<file path="config.mk">
export PLATFORM = sky130hd
export DESIGN_NAME = mem_access_unit
export DESIGN_NICKNAME = d
export VERILOG_FILES = /design/src/rtl/mips_mem_pkg.sv /design/src/rtl/mau_arbiter.sv /design/src/rtl/mem_access_unit.sv
export SDC_FILE = /design/constraint.sdc
export NUM_CORES = 1
export LEC_CHECK = 0
export BUFFER_PORTS_ARGS = -buffer_cell sky130_fd_sc_hd__buf_2
export CELL_PAD_IN_SITES_DETAIL_PLACEMENT = 0
export CELL_PAD_IN_SITES_GLOBAL_PLACEMENT = 1
export CORE_UTILIZATION = 38
export DETAILED_ROUTE_END_ITERATION = 7
export PLACE_DENSITY_LB_ADDON = 0.1
export SETUP_SLACK_MARGIN = 0.4
export SYNTH_ARGS = -nofsm -noshare
export SYNTH_HDL_FRONTEND = slang
export SYNTH_SLANG_ARGS = --single-unit
</file>
<file path="constraint.sdc">
create_clock -name clk -period 2.95 [get_ports clk]
set_clock_uncertainty 0.15 [all_clocks]
set_input_delay 0.4425 -clock clk [delete_from_list [all_inputs] [get_ports clk]]
set_output_delay 0.4425 -clock clk [all_outputs]
set_load 0.01 [all_outputs]
</file>
<file path="src/rtl/mips_mem_pkg.sv">
// ---------------------------------------------------------------------------
// mips_mem_pkg
// Shared types and constants for the unified-memory requester of the
// multi-cycle MIPS core.
//   mau_state_e     : controller states (IDLE, ISSUE, WAIT, RESP)
//   src_e           : which requester owns the current access
//   DATA_REGION_BIT : address bit that separates instruction (0) from
//                     data (1) region, for the default 32-bit address
// ---------------------------------------------------------------------------
`timescale 1ns/1ps

package mips_mem_pkg;

  localparam int MAU_DATA_WIDTH  = 32;
  localparam int MAU_ADDR_WIDTH  = 32;
  localparam int DATA_REGION_BIT = MAU_ADDR_WIDTH - 1;

  typedef enum logic [1:0] {
    IDLE  = 2'd0,
    ISSUE = 2'd1,
    WAIT  = 2'd2,
    RESP  = 2'd3
  } mau_state_e;

  typedef enum logic {
    SRC_FETCH = 1'b0,
    SRC_DATA  = 1'b1
  } src_e;

endpackage

</file>
<file path="src/rtl/mau_arbiter.sv">
// ---------------------------------------------------------------------------
// mau_arbiter
// Two-requester round-robin grant between instruction fetch and load/store.
// Ports:
//   clk, rst_n  : clock, asynchronous active-low reset
//   fetch_req   : fetch request pending
//   data_req    : load/store request pending
//   take        : the controller accepts the current grant this cycle
//   grant_valid : at least one request pending
//   grant_data  : 1 = data port wins, 0 = fetch port wins
// ---------------------------------------------------------------------------
`timescale 1ns/1ps

module mau_arbiter
  import mips_mem_pkg::*;
(
  input  logic clk,
  input  logic rst_n,
  input  logic fetch_req,
  input  logic data_req,
  input  logic take,
  output logic grant_valid,
  output logic grant_data
);

  src_e last_grant;

  // On a tie the port that was not served last wins. last_grant resets to
  // SRC_FETCH so that the data port wins the first tie after reset.
  always_comb begin
    grant_valid = fetch_req | data_req;
    grant_data  = data_req;
    if (fetch_req && data_req) begin
      grant_data = (last_grant == SRC_FETCH);
    end
  end

  always_ff @(posedge clk or negedge rst_n) begin
    if (!rst_n) begin
      last_grant <= SRC_FETCH;
    end else if (take) begin
      last_grant <= grant_data ? SRC_DATA : SRC_FETCH;
    end
  end

endmodule

</file>
<file path="src/rtl/mem_access_unit.sv">
// ---------------------------------------------------------------------------
// mem_access_unit
// Requester-side controller for the unified instruction/data memory.
// Arbitrates fetch and load/store requests, drives one memory access at a
// time, waits out the memory read latency and acknowledges with a
// one-cycle pulse. Illegal data accesses are rejected without touching memory.
// Ports:
//   clk, rst_n                         : clock, async active-low reset
//   fetch_req/addr, fetch_ack/instr    : instruction fetch port
//   data_req/we/addr/wdata             : load/store request
//   data_ack/rdata/err                 : load/store response
//   mem_chip_sel/addr/wr_data/wr_en    : memory request (registered)
//   mem_rd_data                        : memory read data
//   busy                               : controller not idle
// ---------------------------------------------------------------------------
`timescale 1ns/1ps

module mem_access_unit
  import mips_mem_pkg::*;
#(
  parameter int DATA_WIDTH   = MAU_DATA_WIDTH,
  parameter int ADDR_WIDTH   = MAU_ADDR_WIDTH,
  parameter int READ_LATENCY = 1
) (
  input  logic                  clk,
  input  logic                  rst_n,
  input  logic                  fetch_req,
  input  logic [ADDR_WIDTH-1:0] fetch_addr,
  output logic                  fetch_ack,
  output logic [DATA_WIDTH-1:0] fetch_instr,
  input  logic                  data_req,
  input  logic                  data_we,
  input  logic [ADDR_WIDTH-1:0] data_addr,
  input  logic [DATA_WIDTH-1:0] data_wdata,
  output logic                  data_ack,
  output logic [DATA_WIDTH-1:0] data_rdata,
  output logic                  data_err,
  output logic                  mem_chip_sel,
  output logic [ADDR_WIDTH-1:0] mem_addr,
  output logic [DATA_WIDTH-1:0] mem_wr_data,
  output logic                  mem_wr_en,
  input  logic [DATA_WIDTH-1:0] mem_rd_data,
  output logic                  busy
);

  mau_state_e state, next_state;
  src_e       src;
  logic [1:0] lat_cnt;
  logic       grant_valid, grant_data, take, data_bad;

  assign take = (state == IDLE) && grant_valid;
  assign busy = (state != IDLE);

  // Stores must target the data region and every data access must be
  // word aligned; fetches are never checked.
  assign data_bad = (data_addr[1:0] != 2'b00) ||
                    (data_we && !data_addr[ADDR_WIDTH-1]);

  mau_arbiter u_arbiter (
    .clk         (clk),
    .rst_n       (rst_n),
    .fetch_req   (fetch_req),
    .data_req    (data_req),
    .take        (take),
    .grant_valid (grant_valid),
    .grant_data  (grant_data)
  );

  always_ff @(posedge clk or negedge rst_n) begin
    if (!rst_n) state <= IDLE;
    else        state <= next_state;
  end

  // A rejected data access skips the memory cycle and goes straight to RESP.
  // In ISSUE the registered write enable tells a store from a read.
  always_comb begin
    next_state = state;
    case (state)
      IDLE:  if (grant_valid) next_state = (grant_data && data_bad) ? RESP : ISSUE;
      ISSUE: next_state = mem_wr_en ? RESP : WAIT;
      WAIT:  if (lat_cnt == 2'd0) next_state = RESP;
      RESP:  next_state = IDLE;
      default: next_state = IDLE;
    endcase
  end

  // Datapath and registered outputs. The memory request registers double as
  // the captured request, so they are loaded at the grant edge and stay
  // stable through ISSUE and WAIT. Acks and data_err are single-cycle pulses.
  always_ff @(posedge clk or negedge rst_n) begin
    if (!rst_n) begin
      src          <= SRC_FETCH;
      lat_cnt      <= 2'd0;
      fetch_ack    <= 1'b0;
      fetch_instr  <= '0;
      data_ack     <= 1'b0;
      data_rdata   <= '0;
      data_err     <= 1'b0;
      mem_chip_sel <= 1'b0;
      mem_addr     <= '0;
      mem_wr_data  <= '0;
      mem_wr_en    <= 1'b0;
    end else begin
      fetch_ack <= 1'b0;
      data_ack  <= 1'b0;
      data_err  <= 1'b0;
      case (state)
        IDLE: begin
          if (grant_valid) begin
            src <= grant_data ? SRC_DATA : SRC_FETCH;
            if (grant_data) begin
              if (data_bad) begin
                data_ack <= 1'b1;
                data_err <= 1'b1;
              end else begin
                mem_chip_sel <= 1'b1;
                mem_addr     <= data_addr;
                mem_wr_en    <= data_we;
                mem_wr_data  <= data_wdata;
              end
            end else begin
              mem_chip_sel <= 1'b1;
              mem_addr     <= fetch_addr;
              mem_wr_en    <= 1'b0;
            end
          end
        end
        ISSUE: begin
          mem_wr_en <= 1'b0;
          if (mem_wr_en) begin
            mem_chip_sel <= 1'b0;
            data_ack     <= 1'b1;
          end else begin
            lat_cnt <= 2'(READ_LATENCY - 1);
          end
        end
        WAIT: begin
          if (lat_cnt == 2'd0) begin
            mem_chip_sel <= 1'b0;
            if (src == SRC_DATA) begin
              data_rdata <= mem_rd_data;
              data_ack   <= 1'b1;
            end else begin
              fetch_instr <= mem_rd_data;
              fetch_ack   <= 1'b1;
            end
          end else begin
            lat_cnt <= lat_cnt - 2'd1;
          end
        end
        default: ;
      endcase
    end
  end

endmodule

</file>
==> results of run 1 <==
stage by stage:
step | setup slack [ps] | instances | util | hold slack [ps]
floorplan | 1146 | 375 | - | -3.091
global placement | 816.8 | 806 | 0.5033 | 264.2
detailed placement | 755.4 | 806 | 0.5033 | 264.1
CTS | 760.7 | 839 | 0.5468 | 87.47
global route | 579.9 | 839 | 0.5468 | 86.56
finish | 778.4 | 839 | 0.5468 | 101.4
power groups by stage:
stage	combinational [uW]	clock, uW	sequential (uW)
2_1_floorplan	1510	0	3740
3_3_place_gp	3340	0	3280
3_5_place_dp	3400	0	3310
4_1_cts	3400	2170	3300
5_1_grt	3650	2270	3410
6_report	3340	2120	3290
flip-flops by register name (all words and copies together) (netlist names):
name and cells:
data_rdata 32, fetch_instr 32, mem_addr 32, mem_wr_data 32
lat_cnt 2, state 2, data_ack 1, data_err 1
fetch_ack 1, mem_chip_sel 1, mem_wr_en 1, src 1
worst max-delay path by stage:
stage                     slack, ps  startpoint             end
after floorplan                1150    state[0]  data_rdata[10]
after global placement          820    state[0]    mem_addr[20]
after detailed placement        760    state[0]    mem_addr[21]
after CTS                       760    state[0]    mem_addr[20]
after global routing            580    state[1]    mem_addr[25]
final                           780    state[0]    mem_addr[25]
layer usage:
layer  global-route usage  wire length, um  vias to the layer above
met2               0.3083             6592                      192
met1               0.2319             5601                     1984
met3              0.07900             1370                       18
met5                    0                0                        -
li1                     -                -                     1930
met4              0.07241              235                        0
cells by family after synthesis:
| kind of cell | after synthesis |
|---|---|
| simple gates | 19 |
| buf+inv | 34 |
| flops | 138 |
| mux | 97 |
| compound gates | 82 |
| fa+ha+maj | 5 |
worst register-to-register path, stage by stage (launching register included):
cell and delay [ps]:
dfrtp_1 430, inv_1 100, ha_1 330, inv_2 100, nor2_4 350, o21a_4 420, a2bb2oi_1 200
layout by cell type, fill, tap and decap left out, types with 4 or more instances in the layout:
master	n
clkbuf_16	17
clkbuf_8	4
nand2_1	6
a2bb2oi_1	30
dfrtp_1	138
inv_1	10
buf_2	265
o22ai_1	30
ha_1	5
mux2_2	96
buf_4	5
area by class of cell:
cell class	count	area share
sequential	138	0.4497
multi-input combinational	203	0.2490
timing repair buffer	275	0.1882
clock buffer	23	0.06355
tap	180	0.02933
clock inverter	9	0.01483
inverter	11	0.005377
==> out/metrics.csv, run 1 <==
stage,metric,value,unit
worst_setup_path,critical path data arrival time,2350,ps
timing,Tcrit/Tclk final,0.7361,
worst_setup_path,Worst path max stage delay,430,ps
routing,final WL,13800,um
clock_network,CTS tree,built,
global_routing,initial antenna violation count,0,
final_layout,post-route cell area,7679,um^2
global_routing,first-pass GRT wire length,21740,um
synthesis,synth top area cells,"dfrtp_1 (62%), mux2_2 (20%), a2bb2oi_1 (4.7%)",
synthesis,top cell type's share of synthesized area,0.6236,
worst_setup_path,R2R cell count,6,
timing,fmax,0.4605,GHz
synthesis,"Net Count, Synth",513,
synthesis,most instantiated cells after synthesis,"dfrtp_1 (138), mux2_2 (96), a2bb2oi_1 (30), o22ai_1 (30), inv_1 (10)",
worst_setup_path,CP max FO,30,
run,max-cap violation count,0,
final_layout,n_diodes,0,
worst_setup_path,cells along the critical path,inv_1 > ha_1 > inv_2 > nor2_4 > o21a_4 > a2bb2oi_1,
synthesis,post-synthesis mux area share,0.1972,
routing,Routed WL per cell,16.45,um
worst_setup_path,Setup Crit Path Kind,flop to flop,
routing,drt drc,0,
synthesis,post-synthesis xor/xnor area fraction,0,
timing,Slew Limit Fails,0,
final_layout,layout cell share with drive strength beyond 1,0.6222,
worst_setup_path,capturing point of the worst reg2reg path,mem_addr[25],
synthesis,largest family of logic cells by synthesized area,multiplexers,
power,Switching Share,0.3271,
power,Switch Pwr,2861,uW
global_routing,pin count of the biggest net entering global routing,51,
clock_network,Num CTS Buffers,17,
timing,Worst slew margin,0.6744,
synthesis,YS warnings,0,
worst_setup_path,CP Capture Type,flop,
clock_network,PostCTS Resize Cnt,0,
routing,initial drt markers,191,
hold_path,Min-Delay Path Depth,2,
clock_network,"Setup Fix Bufs, Post-CTS",0,
synthesis,Synth Register Bits,138,
routing,"antenna viol nets, final",0,
synthesis,post-synthesis cell type count,37,
synthesis,Main synth FF type,dfrtp_1,
synthesis,Synth Area in Compound Gates,0.1148,
final_layout,sequential standard cell area,3453,um^2
worst_setup_path,Critical Path Stages,6,
synthesis,register area share after synthesis,0.6236,
power,Int Power,5888,uW
timing,Least-Margin Pin Slew,488.4,ps
synthesis,largest area contributor in the netlist,dfrtp_1,
clock_network,H-tree Lvls,4,
power,Logic pwr share,0.381,
worst_setup_path,internal reg-to-reg setup slack,780,ps
hold_path,hold endpoint,mem_wr_data[6],
timing,setup TNS,0,ps
final_layout,area taken by multi-input logic gates,1912,um^2
synthesis,ys async rst share,1.000,
worst_setup_path,worst reg2reg startpoint,state[0],
routing,drt pass-1 iters,4,
worst_setup_path,Worst path top cell family by delay,compound AO/OA/AOI/OAI gates,
floorplanning,Die H,122.7,um
placement,area post-placement,7067,um^2
floorplanning,Ports,267,
global_routing,number of global-route vias before repair,4258,
power,overall power,8749,uW
floorplanning,Core ar.,14040,um^2
placement,Placer Congestion,0.7396,
status,status,finished clean,
timing,RSZ-0062 raised after global routing,false,
worst_setup_path,Buf/Inv on CP,2,
synthesis,Post-Synth Adder-Cell Area,0.01130,
timing,"Hold Violations, Final",0,
synthesis,simple-gate share of the synthesized area,0.02011,
placement,Port Buffer Count,266,
final_layout,final net count,784,
floorplanning,Die Area,15060,um^2
power,Flop pwr share,0.376,
clock_network,Worst-path clk slew,60,ps
synthesis,Cells after Synth,375,
timing,Tmin final,2172,ps
floorplanning,FP Rows,43,
hold_path,HP Start,data_wdata[6],
global_routing,GRT Overall Usage,0.1928,
synthesis,"EDFF count, synth",0,
worst_setup_path,CP max stage cell,dfrtp_1,
clock_network,Sink Count,138,
synthesis,Avg Inst Size Synth,14.77,um^2
floorplanning,DIE WIDTH,122.7,um
power,leak pwr,0.003776,uW
clock_network,CTS Buffer Depth,2,
synthesis,top-count cell post-synth,dfrtp_1,
power,cell area power density,1139,nW/um^2
power,maximum vdd drop,0.0004336,V
clock_network,worst skew pair latency,410,ps
power,clock power share,0.243,
synthesis,"Cell Area, Synth",5538,um^2
timing,Final setup viols,0,
routing,drt via density,4.915,
clock_network,hold buffer count at CTS,1,
hold_path,hold crit path type,input pin to flop,
placement,Post-DP HPWL,10190,um
worst_setup_path,worst path required time,3130,ps
global_routing,remaining global-route overflow,0,
final_layout,layout filler cell count,1239,
routing,vias,4124,
worst_setup_path,Setup crit start kind,flop,
floorplanning,initial core utilization,0.3944,
final_layout,Area Overhead vs Synth,38.66,%
clock_network,root buf cell,clkbuf_16,
Power figures use the tool's default switching activity.
==> run 2, diff against run 1 <==
--- a/config.mk
+++ b/config.mk
@@ -5,10 +5,11 @@
 export SDC_FILE = /design/constraint.sdc
 export NUM_CORES = 1
 export LEC_CHECK = 0
+export ABC_AREA = 1
 export BUFFER_PORTS_ARGS = -buffer_cell sky130_fd_sc_hd__buf_2
 export CELL_PAD_IN_SITES_DETAIL_PLACEMENT = 0
 export CELL_PAD_IN_SITES_GLOBAL_PLACEMENT = 1
-export CORE_UTILIZATION = 38
+export CORE_UTILIZATION = 33
 export DETAILED_ROUTE_END_ITERATION = 7
 export PLACE_DENSITY_LB_ADDON = 0.1
 export SETUP_SLACK_MARGIN = 0.4
==> constraint.sdc (replaced) <==
create_clock -name clk -period 2 [get_ports clk]
set_clock_uncertainty 0.15 [all_clocks]
set_input_delay 0.3 -clock clk [delete_from_list [all_inputs] [get_ports clk]]
set_output_delay 0.3 -clock clk [all_outputs]
set_load 0.01 [all_outputs]
==> run 2 against run 1 <==
First-iteration DRC count rose by 21%. Hold slack got worse by 87 ps. Critical path depth rose by 3. Count of clock-buffer cells in the layout fell by 5. Fmax rose by 28%. Sequential share of layout area fell by 8.8 points. Global-route usage rose by 0.59 points. Design area rose by 24%. Flip-flop and latch count did not move. Synthesized cell count rose by 83%. Routed wire length rose by 36%.
==> out/metrics.csv, run 2 <==
stage,metric,value,unit,change
timing,Worst slew margin,0.7056,,was 0.6744
final_layout,Area Overhead vs Synth,64.57,%,was 38.66%
final_layout,layout filler cell count,1633,,was 1239
worst_setup_path,worst path required time,2150,ps,was 3130 ps
power,Switching Share,0.3839,,was 0.3271
floorplanning,DIE WIDTH,134.5,um,was 122.7 um
timing,PnR worst setup slack,302.3,ps,was 778.4 ps
final_layout,post-route cell area,9538,um^2,was 7679 um^2
synthesis,synth top area cells,"dfrtp_1 (60%), nand2_1 (22%), o21ai_0 (8.9%)",,"was dfrtp_1 (62%), mux2_2 (20%), a2bb2oi_1 (4.7%)"
routing,met1 WL,8264,um,was 5601 um
routing,Routed WL per cell,14.64,um,was 16.45 um
clock_network,Num CTS Buffers,17,,unchanged
placement,Port Buffer Count,266,,unchanged
routing,met3 wire len,1047,um,was 1370 um
run,max-cap violation count,0,,unchanged
timing,Slew Limit Fails,0,,unchanged
clock_network,worst skew pair latency,410,ps,about the same
power,Int Power,9020,uW,was 5888 uW
global_routing,GRT Overall Usage,0.1988,,was 0.1928
clock_network,CTS Buffer Depth,2,,unchanged
final_layout,layout cell share with drive strength beyond 1,0.4072,,was 0.6222
synthesis,Avg Inst Size Synth,8.436,um^2,was 14.77 um^2
worst_setup_path,CP max FO,8,,was 30
final_layout,area taken by multi-input logic gates,2342,um^2,was 1912 um^2
power,Flop pwr share,0.334,,was 0.376
placement,placed insts,1156,,was 806
final_layout,"most common cell after layout, fill and taps aside",nand2_1,,was buf_2
power,Switch Pwr,5622,uW,was 2861 uW
synthesis,"EDFF count, synth",0,,unchanged
timing,worst hold slack,14.21,ps,was 101.4 ps
synthesis,top cell type's share of synthesized area,0.5959,,was 0.6236
worst_setup_path,R2R cell count,9,,was 6
synthesis,largest area contributor in the netlist,dfrtp_1,,unchanged
hold_path,hold endpoint,fetch_instr[2],,was mem_wr_data[6]
synthesis,"Net Count, Synth",825,,was 513
routing,drt via density,4.490,,was 4.915
routing,drt drc,0,,unchanged
routing,"antenna viol nets, final",0,,unchanged
timing,"Hold Violations, Final",0,,unchanged
final_layout,sequential standard cell area,3455,um^2,was 3453 um^2
hold_path,hold crit path type,input pin to flop,,unchanged
final_layout,Finished Layout Cells,1286,,was 839
floorplanning,Ports,267,,unchanged
synthesis,YS warnings,0,,unchanged
worst_setup_path,capturing point of the worst reg2reg path,data_rdata[1],,was mem_addr[25]
global_routing,pin count of the biggest net entering global routing,65,,was 51
worst_setup_path,Setup crit start kind,flop,,unchanged
timing,Tcrit/Tclk final,0.8488,,was 0.7361
power,leak pwr,0.005256,uW,was 0.003776 uW
global_routing,first-pass GRT wire length,27920,um,was 21740 um
global_routing,remaining global-route overflow,0,,unchanged
worst_setup_path,worst reg2reg startpoint,state[0],,unchanged
floorplanning,Die H,134.5,um,was 122.7 um
clock_network,CTS tree,built,,unchanged
synthesis,Synth Register Bits,138,,unchanged
worst_setup_path,CP Capture Type,flop,,unchanged
power,maximum vdd drop,0.0006571,V,was 0.0004336 V
power,Logic pwr share,0.445,,was 0.381
synthesis,ys async rst share,1.000,,unchanged
worst_setup_path,internal reg-to-reg setup slack,300,ps,was 780 ps
power,cell area power density,1535,nW/um^2,was 1139 nW/um^2
hold_path,Min-Delay Path Depth,3,,was 2
synthesis,post-synthesis cell type count,21,,was 37
timing,Final setup viols,0,,unchanged
synthesis,Main synth FF type,dfrtp_1,,unchanged
synthesis,"Cell Area, Synth",5796,um^2,was 5538 um^2
final_layout,final net count,1187,,was 784
global_routing,initial antenna violation count,0,,unchanged
clock_network,root buf cell,clkbuf_16,,unchanged
clock_network,Worst-path clk slew,60,ps,about the same
power,clock power share,0.221,,was 0.243
timing,fmax,0.5890,GHz,was 0.4605 GHz
floorplanning,initial core utilization,0.3362,,was 0.3944
final_layout,n_diodes,0,,unchanged
routing,DR top layer,met4,,unchanged
synthesis,register area share after synthesis,0.5959,,was 0.6236
placement,dpl ws,-29.96,ps,was 755.4 ps
timing,RSZ-0062 raised after global routing,true,,was false
synthesis,top-count cell post-synth,nand2_1,,was dfrtp_1
worst_setup_path,critical path data arrival time,1850,ps,was 2350 ps
placement,area post-placement,7385,um^2,was 7067 um^2
routing,initial drt markers,232,,was 191
routing,final WL,18820,um,was 13800 um
clock_network,Sink Count,138,,unchanged
synthesis,most instantiated cells after synthesis,"nand2_1 (336), dfrtp_1 (138), o21ai_0 (103), inv_1 (44), buf_2 (15)",,"was dfrtp_1 (138), mux2_2 (96), a2bb2oi_1 (30), o22ai_1 (30), inv_1 (10)"
routing,vias,5774,,was 4124
timing,Tmin final,1698,ps,was 2172 ps
floorplanning,Core ar.,17240,um^2,was 14040 um^2
routing,DR WL met2,9085,um,was 6592 um
timing,Least-Margin Pin Slew,441.6,ps,was 488.4 ps
floorplanning,Die Area,18100,um^2,was 15060 um^2
clock_network,H-tree Lvls,4,,unchanged
status,status,finished clean,,unchanged
placement,Placer Congestion,0.7360,,was 0.7396
synthesis,Cells after Synth,687,,was 375
final_layout,Layout Utilization,0.5534,,was 0.5468
placement,Post-DP HPWL,11120,um,was 10190 um
final_layout,"commonest non-fill, non-tap cells in the layout","nand2_1 (297), buf_2 (264), dfrtp_1 (137)",,"was buf_2 (265), dfrtp_1 (138), mux2_2 (96)"
floorplanning,FP Rows,48,,was 43
global_routing,number of global-route vias before repair,5493,,was 4258
worst_setup_path,Setup Crit Path Kind,flop to flop,,unchanged
routing,drt pass-1 iters,4,,unchanged
hold_path,HP Start,mem_rd_data[2],,was data_wdata[6]
## run 2: how the worst max path moves through the flow
stage	from	end	depth (start not counted)
2_1_floorplan	state[0]	data_rdata[0]	6
3_3_place_gp	state[0]	fetch_instr[13]	6
3_5_place_dp	state[0]	fetch_instr[24]	6
4_1_cts	state[1]	busy	4
5_1_grt	state[0]	fetch_instr[7]	9
6_report	state[0]	data_rdata[1]	9
## run 2: layout make-up
class,count,share of cell area
Inverter,48,0.02296
Sequential cell,138,0.3622
Timing Repair inverter,5,0.007871
Tap cell,225,0.02952
Clock buffer,18,0.04604
Clock inverter,13,0.01758
Timing Repair Buffer,371,0.2683
Multi-Input combinational cell,468,0.2456
## run 2: repair_timing
item,CTS,global route
hold endpoints to repair,116,0
setup endpoints to repair,129,135
pin swaps,2,10
setup buffers,11,13
resized for setup,38,168
gates cloned,4,9
hold buffers,62,0
## run 2: worst max-delay path, cell delays in order, from the launching register on
cell and delay (ps):
dfrtp_1 390, inv_2 100, buf_6 110, ha_4 140, buf_6 120, nand3_4 120, buf_12 170, clkbuf_16 170
nand2_1 70, o21ai_2 50
## run 2: stage by stage
step	total power (uW)	TNS (ps)
finish	14640	0
global route	15670	0
CTS	13500	0
global placement	9523	0
floorplan	7440	0
detailed placement	9581	-105.2
## run 2: power by group through the flow
stage	combinational (uW)	clock (uW)	sequential, uW
4_1_cts	5410	3330	4770
6_report	6510	3240	4890
5_1_grt	7170	3440	5060
3_3_place_gp	4740	0	4790
2_1_floorplan	2000	0	5440
3_5_place_dp	4790	0	4790
## run 2: logic make-up after synthesis
kind of cell | after synthesis | synth area share
and+or+nand+nor | 353 | 0.2362
adders and majority gates | 5 | 0.01079
DFF | 138 | 0.5959
AOI/OAI and AO/OA | 109 | 0.09456
buffers and inverters | 82 | 0.06260
## run 2: per-layer routing
metal  up-vias  GRT usage
met3        33    0.05105
met4         0    0.07928
li1       2872          -
met1      2688     0.2461
met2       181     0.3316
met5         -          0
